**src/rtl/pim_pkg.sv**
```systemverilog
// Constants shared by the PIM activation and result paths, so that both
// directions agree on word width, word count and state encoding.
package pim_pkg;

  localparam int PIM_WORD_W    = 32;
  localparam int PIM_RES_WORDS = 8;

  typedef enum logic {
    ST_IDLE  = 1'b0,
    ST_DRAIN = 1'b1
  } pim_state_e;

endpackage

```
**src/rtl/pim_result_buffer.sv**
```systemverilog
// Captures one wide PIM result in a single cycle and serialises it as
// WORD_W-bit words, most-significant slice first, for the bus side to pop.
//
// state    | meaning
// ST_IDLE  | nothing held; o_data_valid=0
// ST_DRAIN | shadow holds a result; o_data shows word o_counter
module pim_result_buffer
  import pim_pkg::*;
#(
  parameter  int WORD_W    = PIM_WORD_W,
  parameter  int NUM_WORDS = PIM_RES_WORDS,
  localparam int RES_W     = WORD_W * NUM_WORDS
) (
  input  logic              CLK,
  input  logic              RSTN,
  input  logic              i_result_valid,
  input  logic [RES_W-1:0]  i_result,
  input  logic              i_rd_en,
  input  logic              i_clear,
  output logic [WORD_W-1:0] o_data,
  output logic              o_data_valid,
  output logic [7:0]        o_counter,
  output logic              o_done,
  output logic              o_overrun
);

  localparam logic [7:0] LAST_IDX = 8'(NUM_WORDS - 1);

  pim_state_e        r_state;
  logic [RES_W-1:0]  r_shadow;
  logic [WORD_W-1:0] r_data;
  logic              r_data_valid;
  logic [7:0]        r_counter;
  logic              r_done;
  logic              r_overrun;

  logic              w_last;
  logic [7:0]        w_next_idx;
  logic [WORD_W-1:0] w_next_word;
  logic [WORD_W-1:0] w_new_word0;

  assign w_last      = (r_counter == LAST_IDX);
  assign w_next_idx  = r_counter + 8'd1;
  assign w_new_word0 = i_result[RES_W-1 -: WORD_W];

  // Word k of the shadow lives at the k-th slice counted down from the MSB.
  always_comb begin
    w_next_word = '0;
    for (int k = 0; k < NUM_WORDS; k++) begin
      if (w_next_idx == 8'(k)) begin
        w_next_word = r_shadow[RES_W-1-k*WORD_W -: WORD_W];
      end
    end
  end

  always_ff @(posedge CLK or negedge RSTN) begin
    if (!RSTN) begin
      r_state      <= ST_IDLE;
      r_shadow     <= '0;
      r_data       <= '0;
      r_data_valid <= 1'b0;
      r_counter    <= '0;
      r_done       <= 1'b0;
      r_overrun    <= 1'b0;
    end else if (i_clear) begin
      // Abort wins over capture and pop; a coincident strobe is not an overrun.
      r_state      <= ST_IDLE;
      r_data_valid <= 1'b0;
      r_counter    <= '0;
      r_done       <= 1'b0;
      r_overrun    <= 1'b0;
    end else begin
      r_done <= 1'b0;
      case (r_state)
        ST_IDLE: begin
          if (i_result_valid) begin
            r_shadow     <= i_result;
            r_data       <= w_new_word0;
            r_counter    <= '0;
            r_data_valid <= 1'b1;
            r_state      <= ST_DRAIN;
          end
        end
        ST_DRAIN: begin
          if (i_rd_en && w_last) begin
            r_done    <= 1'b1;
            r_counter <= '0;
            if (i_result_valid) begin
              // Back-to-back: the slot frees this cycle, so the new result fits.
              r_shadow     <= i_result;
              r_data       <= w_new_word0;
              r_data_valid <= 1'b1;
              r_state      <= ST_DRAIN;
            end else begin
              r_data_valid <= 1'b0;
              r_state      <= ST_IDLE;
            end
          end else begin
            if (i_rd_en) begin
              r_counter <= w_next_idx;
              r_data    <= w_next_word;
            end
            if (i_result_valid) begin
              r_overrun <= 1'b1;
            end
          end
        end
        default: begin
          r_state      <= ST_IDLE;
          r_data_valid <= 1'b0;
          r_counter    <= '0;
        end
      endcase
    end
  end

  assign o_data       = r_data;
  assign o_data_valid = r_data_valid;
  assign o_counter    = r_counter;
  assign o_done       = r_done;
  assign o_overrun    = r_overrun;

endmodule

```
**config.mk**
```make
export PLATFORM = sky130hd
export DESIGN_NAME = pim_result_buffer
export DESIGN_NICKNAME = d
export VERILOG_FILES = /design/src/rtl/pim_pkg.sv /design/src/rtl/pim_result_buffer.sv
export SDC_FILE = /design/constraint.sdc
export NUM_CORES = 1
export LEC_CHECK = 0
export BUFFER_PORTS_ARGS = -buffer_cell sky130_fd_sc_hd__buf_2
export CORE_ASPECT_RATIO = 0.75
export CORE_MARGIN = 2
export CORE_UTILIZATION = 50
export DETAILED_ROUTE_END_ITERATION = 10
export PLACE_DENSITY = 0.77
export SYNTH_ARGS = -nofsm -noshare
export SYNTH_HDL_FRONTEND = slang
export SYNTH_SLANG_ARGS = --single-unit
```
**constraint.sdc**
```tcl
create_clock -name CLK -period 2.2 [get_ports CLK]
set_input_delay 0.11 -clock CLK [delete_from_list [all_inputs] [get_ports CLK]]
set_output_delay 0.11 -clock CLK [all_outputs]
set_load 0.01 [all_outputs]
```
======== Word-level counts from Yosys, hierarchy flattened ========
Index checks and enable logic that the tools add are counted.
word-level totals
  register bits after elaboration ......... 300
  latch bits .............................. 0
  RAM bits ................................ 0
  ROM bits ................................ 0
  input bits .............................. 261
  output and inout port bits .............. 43
  logic and storage cells ................. 67
  memories kept ........................... 0
operators by class
  $add $sub $neg .......................... 1
  multiply operators ...................... 0
  divide/modulo/power cells ............... 0
  order comparisons ....................... 0
  eq/ne operators ......................... 14
  shift operators ......................... 0
  muxes and demuxes ....................... 34
  bitwise logic cells ..................... 2
  reductions and logical operators ........ 9
operator list
  operator             count
  $mux 256             2
  $pmux 256 s2         1
  $mux 32              11
  $pmux 32 s2          1
  $eq 8x3->1 const B   5
  $mux 8               4
  $eq 8x2->1 const B   2
  $pmux 8 s2           1
  $mux 1               12
  $add 8x1->8 const B  1
  $eq 8x1->1 const B   1
  $logic_not 8->1      1
  $reduce_and 2->1     4
  $ne 3x2->1 const B   2
  $ne 4x3->1 const B   1
  $pmux 1 s2           2
  $reduce_bool 2->1    2
  $ne 3x3->1 const B   1
  $reduce_and 3->1     1
  $ne 2x1->1 const B   1
  $ne 2x2->1 const B   1
  $not 1->1            2
  $logic_and 1x1->1    1

======== Logic depth before layout (Yosys ltp) ========
Gate-level depths: netlist of the first run.
  word-level depth ........................ 13
  depth in mapped cells ................... 10
  depth with buffers taken out ............ 7

======== Least setup slack after synthesis of the first run ========
No wires, ideal clock.
  kind .................................... flip-flop to flip-flop
  from .................................... register r_counter[0], in the netlist o_counter[0]
  to ...................................... register r_shadow[100]
  setup time .............................. 125 ps
  arrival time ............................ 2,336 ps
  required time ........................... 2,075 ps
  slack ................................... -261 ps
  stages on the path, launching flop included .. 10
  path buffers ............................ 4
  clock period less this slack ............ 2,461 ps
  cells stage by stage .................... dfrtp_1 ha_1 buf_4 or4b_4 o21ai_4 nand3b_1 buf_2 buf_6 buf_6 mux2_4
on the way
  longest elaborated chain between the ends .. 4
RTL lines
  item                        line                      RTL
  start: declaration          pim_result_buffer.sv:33   logic [7:0] r_counter;
  start signal: assignment    pim_result_buffer.sv:100  r_counter <= w_next_idx;
  $eq 8x3->1                  pim_result_buffer.sv:42   assign w_last = (r_counter == LAST_IDX);
  $logic_and 1x1->1           pim_result_buffer.sv:85   if (i_rd_en && w_last) begin
  $ne 2x1->1 (no line)        --
  $reduce_and 2->1 (no line)  --
  end signal: assignment      pim_result_buffer.sv:77   r_shadow <= i_result;
  end signal: assignment      pim_result_buffer.sv:90   r_shadow <= i_result;
  end: declaration            pim_result_buffer.sv:30   logic [RES_W-1:0] r_shadow;
Every way passes these cells.
A chain may end at the register's enable or synchronous reset.

======== Final worst setup path of the first run ========
  from .................................... register r_counter[1], in the netlist o_counter[1]
  to ...................................... register r_data[2], in the netlist o_data[2]
on the way
  longest elaborated chain between the ends .. 13
  elaborated cells on any way between the ends .. 24
  classes of those cells .................. add/sub: 1; eq/ne: 9; mux: 11; reduce/logical: 3
RTL lines
  item                    line                      RTL
  $add 8x1->8             pim_result_buffer.sv:43   assign w_next_idx = r_counter + 8'd1;
  $logic_not 8->1         pim_result_buffer.sv:50   if (w_next_idx == 8'(k)) begin
  $mux 32 (8 in a row)    pim_result_buffer.sv:50
  $mux 32                 pim_result_buffer.sv:99   if (i_rd_en) begin
  $mux 32                 pim_result_buffer.sv:85
  $pmux 32 s2             pim_result_buffer.sv:74   case (r_state)
  end signal: assignment  pim_result_buffer.sv:78   r_data <= w_new_word0;
  end signal: assignment  pim_result_buffer.sv:91   r_data <= w_new_word0;
  end signal: assignment  pim_result_buffer.sv:101  r_data <= w_next_word;
  end: declaration        pim_result_buffer.sv:31   logic [WORD_W-1:0] r_data;
Several ways; a longest one is shown, not always the timed one. The select of a mux whose other input is x is not followed.

==> results of run 1 <==
timing repair:
action / 4_1_cts / 5_1_grt
resized for setup: 83 / 78
buffers inserted: 23 / 5
cloned: 13 / 20
pin swaps: 14 / 45
hold buffers: 260 / 0
setup endpoints to repair: 280 / 288
hold endpoints to repair: 592 / 0
layer usage:
layer,track usage,wire (um),share of wire,vias to the layer above
met5,0.0124,77,0.0014,-
met4,0.115,2200,0.039,6
met3,0.0786,5030,0.088,166
met2,0.510,25500,0.45,796
met1,0.481,24200,0.42,6610
li1,-,-,-,5739
flip-flops by register name (all words and copies together), names as in the netlist:
| name | flops |
|---|---|
| r_shadow | 256 |
| o_data | 32 |
| o_counter | 8 |
| o_data_valid | 1 |
| o_done | 1 |
| o_overrun | 1 |
| r_state | 1 |
logic make-up (layout without fill, tap and decap cells):
kind of cell | after synthesis | after routing | synth area share
AOI/OAI and AO/OA | 281 | 281 | 0.130
xor gates and xnor gates | 2 | 2 | 0.00116
adders and majority gates | 5 | 5 | 0.00415
buffers and inverters | 147 | 796 | 0.0500
DFF | 300 | 300 | 0.499
muxes | 257 | 257 | 0.239
other | 0 | 6 | 0
and+or+nand+nor | 217 | 218 | 0.0769
synthesized netlist by cell type, drive strengths merged (5+ instances only):
library cell / number / area (sq um)
a21oi: 49 / 249
clkbuf: 63 / 239
nand2: 102 / 383
inv: 39 / 146
o221ai: 19 / 166
nand3b: 33 / 248
dfrtp: 300 / 7510
mux2: 256 / 3590
a221oi: 33 / 289
a221o: 32 / 320
o21a: 13 / 97.6
nor2: 6 / 22.5
a22oi: 13 / 97.6
ha: 5 / 62.6
a31oi: 20 / 125
nand3: 8 / 45.0
o22ai: 45 / 282
buf: 45 / 368
and2: 33 / 206
o21ai: 44 / 231
nand4: 20 / 125
final timing paths:
| check | end | slack [ns] | cells after the start |
|---|---|---|---|
| worst max-delay path | o_data[2] | -0.22 | 10 |
| worst max register to register | o_data[2] | -0.22 | 10 |
| worst min-delay path | r_shadow[47] | 0.03 | 2 |
| max in group asynchronous | r_shadow[202] | 1.44 | 3 |
| worst min register to register | r_shadow[4] | 0.51 | 1 |
| min in group CLK | r_shadow[79] | 0.31 | 3 |
power groups by stage:
stage	combinational [uW]	clock (uW)	sequential (uW)
after global placement	3280	0	7250
after floorplan	2190	0	7080
after CTS	3900	5040	7210
final	4230	5050	7310
after global routing	4470	5290	7380
after detailed placement	3370	0	7280
through the flow:
step                      TNS (ns)   util  worst slack, ns  hold WS [ns]  cells
after floorplan             -25.64      -           -0.127        -0.186   1209
after global placement      -19.96  0.600           -0.172        0.0259   1885
after CTS                   -26.79  0.750           -0.136        0.0251   2232
final                       -39.09  0.774           -0.218        0.0260   2257
after detailed placement    -23.79  0.600           -0.167        0.0329   1885
after global routing        -50.96  0.774           -0.286        0.0389   2257
worst max-delay path, cell delays in order (launching register included):
cell and delay, ns:
dfrtp_2 0.38, buf_6 0.11, buf_6 0.10, ha_2 0.27, buf_12 0.18, buf_4 0.13, nand3b_1 0.08, a221oi_1 0.31
o21ai_1 0.19, a221o_1 0.41, a21oi_1 0.18
area by class of cell:
type                            count  share of cell area
Sequential cell                   300               0.331
Multi-Input combinational cell    763               0.320
Timing Repair Buffer              706               0.279
Clock buffer                       39              0.0373
Tap cell                          392              0.0216
Inverter                           39             0.00645
Clock inverter                     12             0.00386
Antenna cell                        6            0.000661
==> results.yml, run 1 <==
timing:
  finalSetupViolCount: 288
  timing.slew.headroom: 0.553
  fin_crit_ns: 2.42
  slew_viol_final: 0
  rsz0062_at_grt: "true"
  fin_ws_ns: -0.218
  min_period_over_period: 1.10
  clock_skew_ns: 0.0110
  worst_slew_pin_slew_ns: 0.670
  fmax_mhz: 414
  finalHoldViolations: 0
setup_path:
  startpoint: "o_counter[1]"
  setup.worst_path.end_class: "flip-flop"
  criticalPathCategory: "reg -> reg"
  arrival_ns: 2.90
  rr_startpoint: "o_counter[1]"
  path_max_fanout: 15
  worstPathRequired_ns: 2.68
  startpoint_type: "flip-flop"
place:
  dpl-instance-area_sq_um: 17600
  routabilityCongestion: 0.979
  hpwl_um: 33100
  portBuffers: 303
power:
  power_leakage_uw: 0.0105
  seqPwrFrac: 0.440
  p_sw_uw: 4810
  switching_share: 0.290
  vdd_ir_drop_max_uv: 543
  clkPwrFrac: 0.305
  combPwrFrac: 0.255
  p_int_uw: 11800
  finalPower_uw: 16600
  powerDensity_nw_per_um2: 731
floorplanning:
  dieArea_sq_um: 31500
  die_height_um: 154
  fp.dieW_um: 204
  core_area_sq_um: 29300
  start_util: 0.514
  row_count: 54
  ios: 304
final_layout:
  most-common-layout-cells: "302 x buf_2, 298 x dfrtp_1, 260 x dlygate4sd3_1"
  fillers: 1705
  final_common_cell: "buf_2"
  nets: 2106
  regArea_sq_um: 7510
  drive_gt1_frac: 0.446
  multi_input_area_sq_um: 7270
  stdcell_area_sq_um: 22700
  syn_to_final_growth_pct: 50.8
synth:
  synthFlopType: "dfrtp_1"
  syn_area_sq_um: 15100
  ys_ff_latch: 300
  ys_async_sr_fraction: 1.00
  syn_inst: 1209
  yosysUniqueCellTypes: 53
  ys_warn_count: 0
  avgSynthCellArea_sq_um: 12.5
  synth_edf_count: 0
  syn_nets: 1475
  ys_seq_area_frac: 0.499
clock_tree:
  clk_pin_slew_ns: 0.07
  insertion_delay_ns: 0.57
  numClockSinks: 300
  cts_buffers: 30
  h-tree-depth: 1
  clock-root-buffer: "clkbuf_16"
  cts_tree: "built"
  cts_buffer_depth: 3
global_route:
  grt_pass1_vias: 13500
  grtUsageTotal: 0.339
  antenna_found_initial: 8
  grt_pass1_wl_um: 81400
  overflow: 0
  grt_max_degree: 74
run_status:
  violations: "setup timing"
  status: "finished with violations"
detailed_routing:
  dr.pass1.iters: 5
  routed_wl_um: 57000
  ant_nets: 0
  vias: 13300
  drt_iter0_drc: 1371
  wl_per_cell_um: 25.2
  viasPerCell: 5.90
  drc: 0
flow_run:
  maxCapViolCount: 0
min_path:
  hold_class: "in -> async"
No activity file was read; power rests on OpenSTA's default activity.
==> run 2, diff against run 1 <==
--- a/config.mk
+++ b/config.mk
@@ -7,7 +7,7 @@
 export LEC_CHECK = 0
 export BUFFER_PORTS_ARGS = -buffer_cell sky130_fd_sc_hd__buf_2
 export CORE_ASPECT_RATIO = 0.75
-export CORE_MARGIN = 2
+export CORE_MARGIN = 3
 export CORE_UTILIZATION = 50
 export DETAILED_ROUTE_END_ITERATION = 10
 export PLACE_DENSITY = 0.77
==> results.yml, run 2 (same netlist as run 1, synthesis figures left out) <==
setup_path:
  crit_family: "compound AO/OA/AOI/OAI gates"
  critical_path.slowest_cell: "dfrtp_2"
  setup.worst_path.end_class: "flip-flop"
  crit_chain: "buf_6, ha_4, buf_4, or3_4, o31ai_4, buf_12, buf_12, o21ai_1, a221o_1, a31oi_1"
  worstPathRequired_ns: 2.70
  criticalPathCategory: "reg -> reg"
  r2r_slack_ns: -0.21
  path_max_fanout: 5
  rr_worst_depth: 10
  crit_top_cell: "buf_12"
  cp_num_buf_inv: 4
  startpoint_type: "flip-flop"
  critPathMaxStageDelay_ns: 0.42
  arrival_ns: 2.91
  rr_startpoint: "o_counter[0]"
  r2r-end: "o_data[23]"
clock_tree:
  numClockSinks: 300
  h-tree-depth: 1
  insertion_delay_ns: 0.59
  cts_buffer_depth: 3
  clock-root-buffer: "clkbuf_16"
  cts_buffers: 31
  clk_pin_slew_ns: 0.07
  cts_tree: "built"
floorplanning:
  die_height_um: 156
  fp.dieW_um: 206
  ios: 304
  dieArea_sq_um: 32300
  start_util: 0.512
  row_count: 54
  core_area_sq_um: 29400
global_route:
  grt_max_degree: 67
  grt_pass1_wl_um: 82900
  grtUsageTotal: 0.336
  overflow: 0
  grt_pass1_vias: 13500
  antenna_found_initial: 8
final_layout:
  nets: 2089
  instances_no_fill: 2246
  max_flop_register: "r_shadow"
  most-common-layout-cells: "302 x buf_2, 298 x dfrtp_1, 260 x dlygate4sd3_1"
  drive_gt1_frac: 0.436
  largest_register_ffs: 256
  final_common_cell: "buf_2"
  syn_to_final_growth_pct: 49.5
timing:
  slew_viol_final: 0
  finalHoldViolations: 0
  fin_ws_ns: -0.214
  min_period_over_period: 1.10
  rsz0062_at_grt: "true"
  worst_slew_pin_slew_ns: 0.941
  finalSetupViolCount: 288
  fin_crit_ns: 2.41
  clock_skew_ns: 0.0184
  timing.slew.headroom: 0.372
  setup_tns_ns: -29.42
  fmax_mhz: 414
detailed_routing:
  met1_length_um: 24100
  wl_met2_um: 25800
  drc: 0
  routed_wl_um: 57600
  dr.pass1.iters: 8
  ant_nets: 0
  vias: 13500
  viasPerCell: 6.01
  wl_per_cell_um: 25.7
  routed-wl-met3_um: 5490
  dr.max_layer_used: "met5"
  drt_iter0_drc: 1476
place:
  dpl.cell_count: 1881
  dp_slack_ns: -0.414
  portBuffers: 303
  routabilityCongestion: 0.927
  hpwl_um: 33300
power:
  power_leakage_uw: 0.0104
  vdd_ir_drop_max_uv: 622
  finalPower_uw: 17700
  powerDensity_nw_per_um2: 784
min_path:
  hold_class: "in -> async"
run_status:
  violations: "setup timing"
  status: "finished with violations"
flow_run:
  maxCapViolCount: 0
## run 2: changes by cell type in the layout (fill, tap and decap cells not counted), moves of 6 or more
cell,previous run,this run
o21ai_1,17,3
o21ai_2,13,26
o221ai_1,13,19
bufinv_16,1,10
clkbuf_16,49,42
nand2_1,87,101
o221ai_2,6,0
nand2_2,10,1
## run 2: what timing repair did
item / CTS / global route
buffers inserted: 13 / 8
endpoints found under the setup margin: 284 / 291
hold buffers: 260 / 0
gates cloned: 10 / 14
pin swaps: 26 / 49
gates resized for setup: 113 / 43
endpoints found under the hold margin: 499 / 0
## run 2: worst max path at each step
stage	to	cells after the start	startpoint
2_1_floorplan	r_shadow[100]	9	o_counter[0]
3_3_place_gp	o_data[24]	8	o_counter[0]
3_5_place_dp	o_data[12]	8	o_counter[0]
4_1_cts	r_shadow[162]	9	o_counter[0]
5_1_grt	o_data[30]	10	o_counter[0]
6_report	o_data[23]	10	o_counter[0]
## run 2: layout make-up
class / instances / area [sq um]
Timing Repair Buffer: 688 / 6000
Sequential cell: 300 / 7510
Clock buffer: 37 / 828
Tap cell: 392 / 490
Inverter: 39 / 146
Fill cell: 1714 / 6870
Clock inverter: 19 / 357
Multi-Input combinational cell: 763 / 7160
Antenna cell: 8 / 20.0
## run 2: through the flow
step,util,cell area [sq um],hold slack [ns]
finish,0.766,22500,0.0833
global route,0.766,22500,0.127
CTS,0.748,22000,0.0985
detailed placement,0.595,17500,0.110
global placement,0.595,17500,0.103
floorplan,-,15200,-0.186
## run 2: power breakdown
group / switching, uW / internal [uW] / total (uW)
logic: 1750 / 2410 / 4170
clock network: 2340 / 3850 / 6190
registers: 771 / 6530 / 7310
## run 2: layer usage
layer | track usage | up-vias
met2 | 0.506 | 893
met3 | 0.0713 | 183
met5 | 0 | -
met4 | 0.109 | 4
li1 | - | 5712
met1 | 0.490 | 6710
## run 2: worst register-to-register path, delay by kind of cell, from the launching register on
family	cells	cell delay, ns
buffers and inverters	4	0.55
AO/OA/AOI/OAI	4	0.85
AND/OR/NAND/NOR	1	0.38
adder cells (fa/ha/maj)	1	0.15
flip-flops	1	0.42
==> run 3, diff against run 2 <==
--- a/config.mk
+++ b/config.mk
@@ -5,6 +5,7 @@
 export SDC_FILE = /design/constraint.sdc
 export NUM_CORES = 1
 export LEC_CHECK = 0
+export ABC_AREA = 1
 export BUFFER_PORTS_ARGS = -buffer_cell sky130_fd_sc_hd__buf_2
 export CORE_ASPECT_RATIO = 0.75
 export CORE_MARGIN = 3
==> results.yml, run 3 <==
run_status:
  status: "finished with violations"
  violations: "setup timing"
place:
  portBuffers: 303
  routabilityCongestion: 0.927
  hpwl_um: 35800
synth:
  synth_area_leader_cell: "dfrtp_1"
  netlist_top_cells_count: "564 x nand2_1, 300 x dfrtp_1, 199 x a21oi_1"
  synthFlopType: "dfrtp_1"
  synthMostInstantiatedCell: "nand2_1"
  ys_warn_count: 0
  ys_ff_latch: 300
  synth_edf_count: 0
  syn_inst: 1735
  syn_area_sq_um: 15000
  syn_nets: 2001
  ys_async_sr_fraction: 1.00
  yosysTopAreaCellShare: 0.501
  ys_top_cells_by_area: "dfrtp_1 50%, mux2_2 15%, nand2_1 14%"
  yosysUniqueCellTypes: 33
  ys_seq_area_frac: 0.501
  avgSynthCellArea_sq_um: 8.64
global_route:
  grtUsageTotal: 0.342
  grt_max_degree: 72
  grt_pass1_wl_um: 85100
  overflow: 0
  grt_pass1_vias: 15200
  antenna_found_initial: 11
setup_path:
  worstPathRequired_ns: 2.70
  crit_family: "simple AND/OR/NAND/NOR gates"
  arrival_ns: 3.11
  cp_num_buf_inv: 5
  rr_worst_depth: 22
  setup.worst_path.end_class: "flip-flop"
  startpoint_type: "flip-flop"
  crit_end: "o_data[28]"
  crit_top_cell: "nand2_2"
  criticalPathCategory: "reg -> reg"
  r2r_slack_ns: -0.41
  cp.depth: 22
  critical_path.slowest_cell: "dfrtp_2"
  crit_chain: "ha_4, nand3_4, buf_12, xor2_4, nor2_4, nand2_4, nor2_4, buf_12, buf_12, buf_12, nand2_1, nand2_1, inv_1, nand2_2, nand2_2, nand2_2, nand2_2, nand2_2, nand2_2, nand2_2, nand2_2, nand2_1"
  startpoint: "o_counter[1]"
  critPathMaxStageDelay_ns: 0.44
  rr_startpoint: "o_counter[1]"
  path_max_fanout: 6
  r2r-end: "o_data[28]"
power:
  p_sw_uw: 5220
  p_int_uw: 11900
  vdd_ir_drop_max_uv: 594
  switching_share: 0.305
  clkPwrFrac: 0.338
  power_leakage_uw: 0.0115
  powerDensity_nw_per_um2: 740
  combPwrFrac: 0.241
  seqPwrFrac: 0.421
floorplanning:
  core_area_sq_um: 29300
  dieArea_sq_um: 32100
  row_count: 54
  die_height_um: 156
  start_util: 0.511
  fp.dieW_um: 206
  ios: 304
timing:
  holdWs_ns: 0.103
  clock_skew_ns: 0.0427
  min_period_over_period: 1.18
  setup_tns_ns: -21.11
  slew_viol_final: 0
  rsz0062_at_grt: "true"
  finalSetupViolCount: 219
  fin_ws_ns: -0.406
  worst_slew_pin_slew_ns: 0.615
  fmax_mhz: 384
  fin_crit_ns: 2.61
  finalHoldViolations: 0
  timing.slew.headroom: 0.590
clock_tree:
  h-tree-depth: 1
  cts_buffers: 31
  numClockSinks: 300
  clk_pin_slew_ns: 0.07
  insertion_delay_ns: 0.62
  cts_buffer_depth: 3
  cts_tree: "built"
  clock-root-buffer: "clkbuf_16"
detailed_routing:
  vias: 15700
  routed_wl_um: 60100
  drc: 0
  viasPerCell: 5.56
  ant_nets: 0
  dr.pass1.iters: 6
  wl_per_cell_um: 21.3
  drt_iter0_drc: 1759
final_layout:
  syn_to_final_growth_pct: 54.1
  drive_gt1_frac: 0.358
  most-common-layout-cells: "469 x nand2_1, 303 x buf_2, 297 x dfrtp_1"
  final_common_cell: "nand2_1"
  largest_register_ffs: 256
  max_flop_register: "r_shadow"
  fin_util: 0.788
  nets: 2663
min_path:
  hold_class: "in -> async"
flow_run:
  maxCapViolCount: 0
==> run 3: changes by cell type in the layout (fill, tap and decap cells not counted), moves of 84 or more <==
cell	change
mux2_4	-175
mux2_2	+115
nand2_1	+368
inv_1	+84
nand2_2	+89
nor2_1	+107
a21oi_1	+149
==> run 3: metal layers <==
| layer | global-route usage | vias to the layer above | wire length (um) |
|---|---|---|---|
| li1 | - | 6955 | - |
| met2 | 0.561 | 963 | 28300 |
| met3 | 0.0628 | 209 | 5350 |
| met4 | 0.121 | 8 | 2800 |
| met5 | 0 | - | 42 |
| met1 | 0.459 | 7564 | 23600 |
==> run 3: worst min path at each step <==
stage               start            end  slack [ns]  depth (start not counted)
floorplan            RSTN   o_counter[0]       -0.19                          0
global placement     RSTN  r_shadow[171]        0.12                          1
CTS                  RSTN  r_shadow[112]        0.10                          2
global route         RSTN  r_shadow[171]        0.13                          2
detailed placement   RSTN  r_shadow[203]        0.13                          1
finish               RSTN  r_shadow[112]        0.10                          2
==> run 3: cells by family after synthesis <==
kind of cell,synth area share
buf+inv,0.0634
compound gates,0.0844
flops,0.501
xor+xnor,0.00117
simple gates,0.199
mux,0.147
fa+ha+maj,0.00417
==> run 3: area by class of cell <==
| type | instances | area [sq um] |
|---|---|---|
| antenna | 9 | 22.5 |
| clock buffer | 46 | 962 |
| clock inverter | 12 | 155 |
| fill | 1791 | 6210 |
| inverter | 130 | 494 |
| multi-input combinational | 1200 | 7020 |
| sequential | 300 | 7510 |
| tap | 392 | 490 |
| timing repair buffer | 734 | 6460 |
==> run 3: what timing repair did <==
action / CTS / global route
hold buffers: 260 / 0
gates resized for setup: 81 / 109
pin swaps: 31 / 52
gates cloned: 5 / 19
setup buffers: 25 / 23
endpoints found under the hold margin: 431 / 0
endpoints found under the setup margin: 32 / 184
==> run 3: power by group through the flow <==
stage	Combinational, uW	Sequential [uW]	Clock [uW]
3_5_place_dp	3110	7200	0
4_1_cts	3640	7120	5760
2_1_floorplan	1870	7000	0
6_report	4120	7200	5770
5_1_grt	4460	7250	6030
3_3_place_gp	3020	7180	0
==> run 3: stage by stage <==
stage,total power (uW),std cells,worst slack [ns],cell area (sq um)
6_report,17100,2823,-0.406,23100
2_1_floorplan,8860,1735,0.00186,15000
4_1_cts,16500,2772,-0.286,22100
5_1_grt,17700,2820,-0.573,23100
3_3_place_gp,10200,2426,-0.309,17800
3_5_place_dp,10300,2426,-0.360,17800
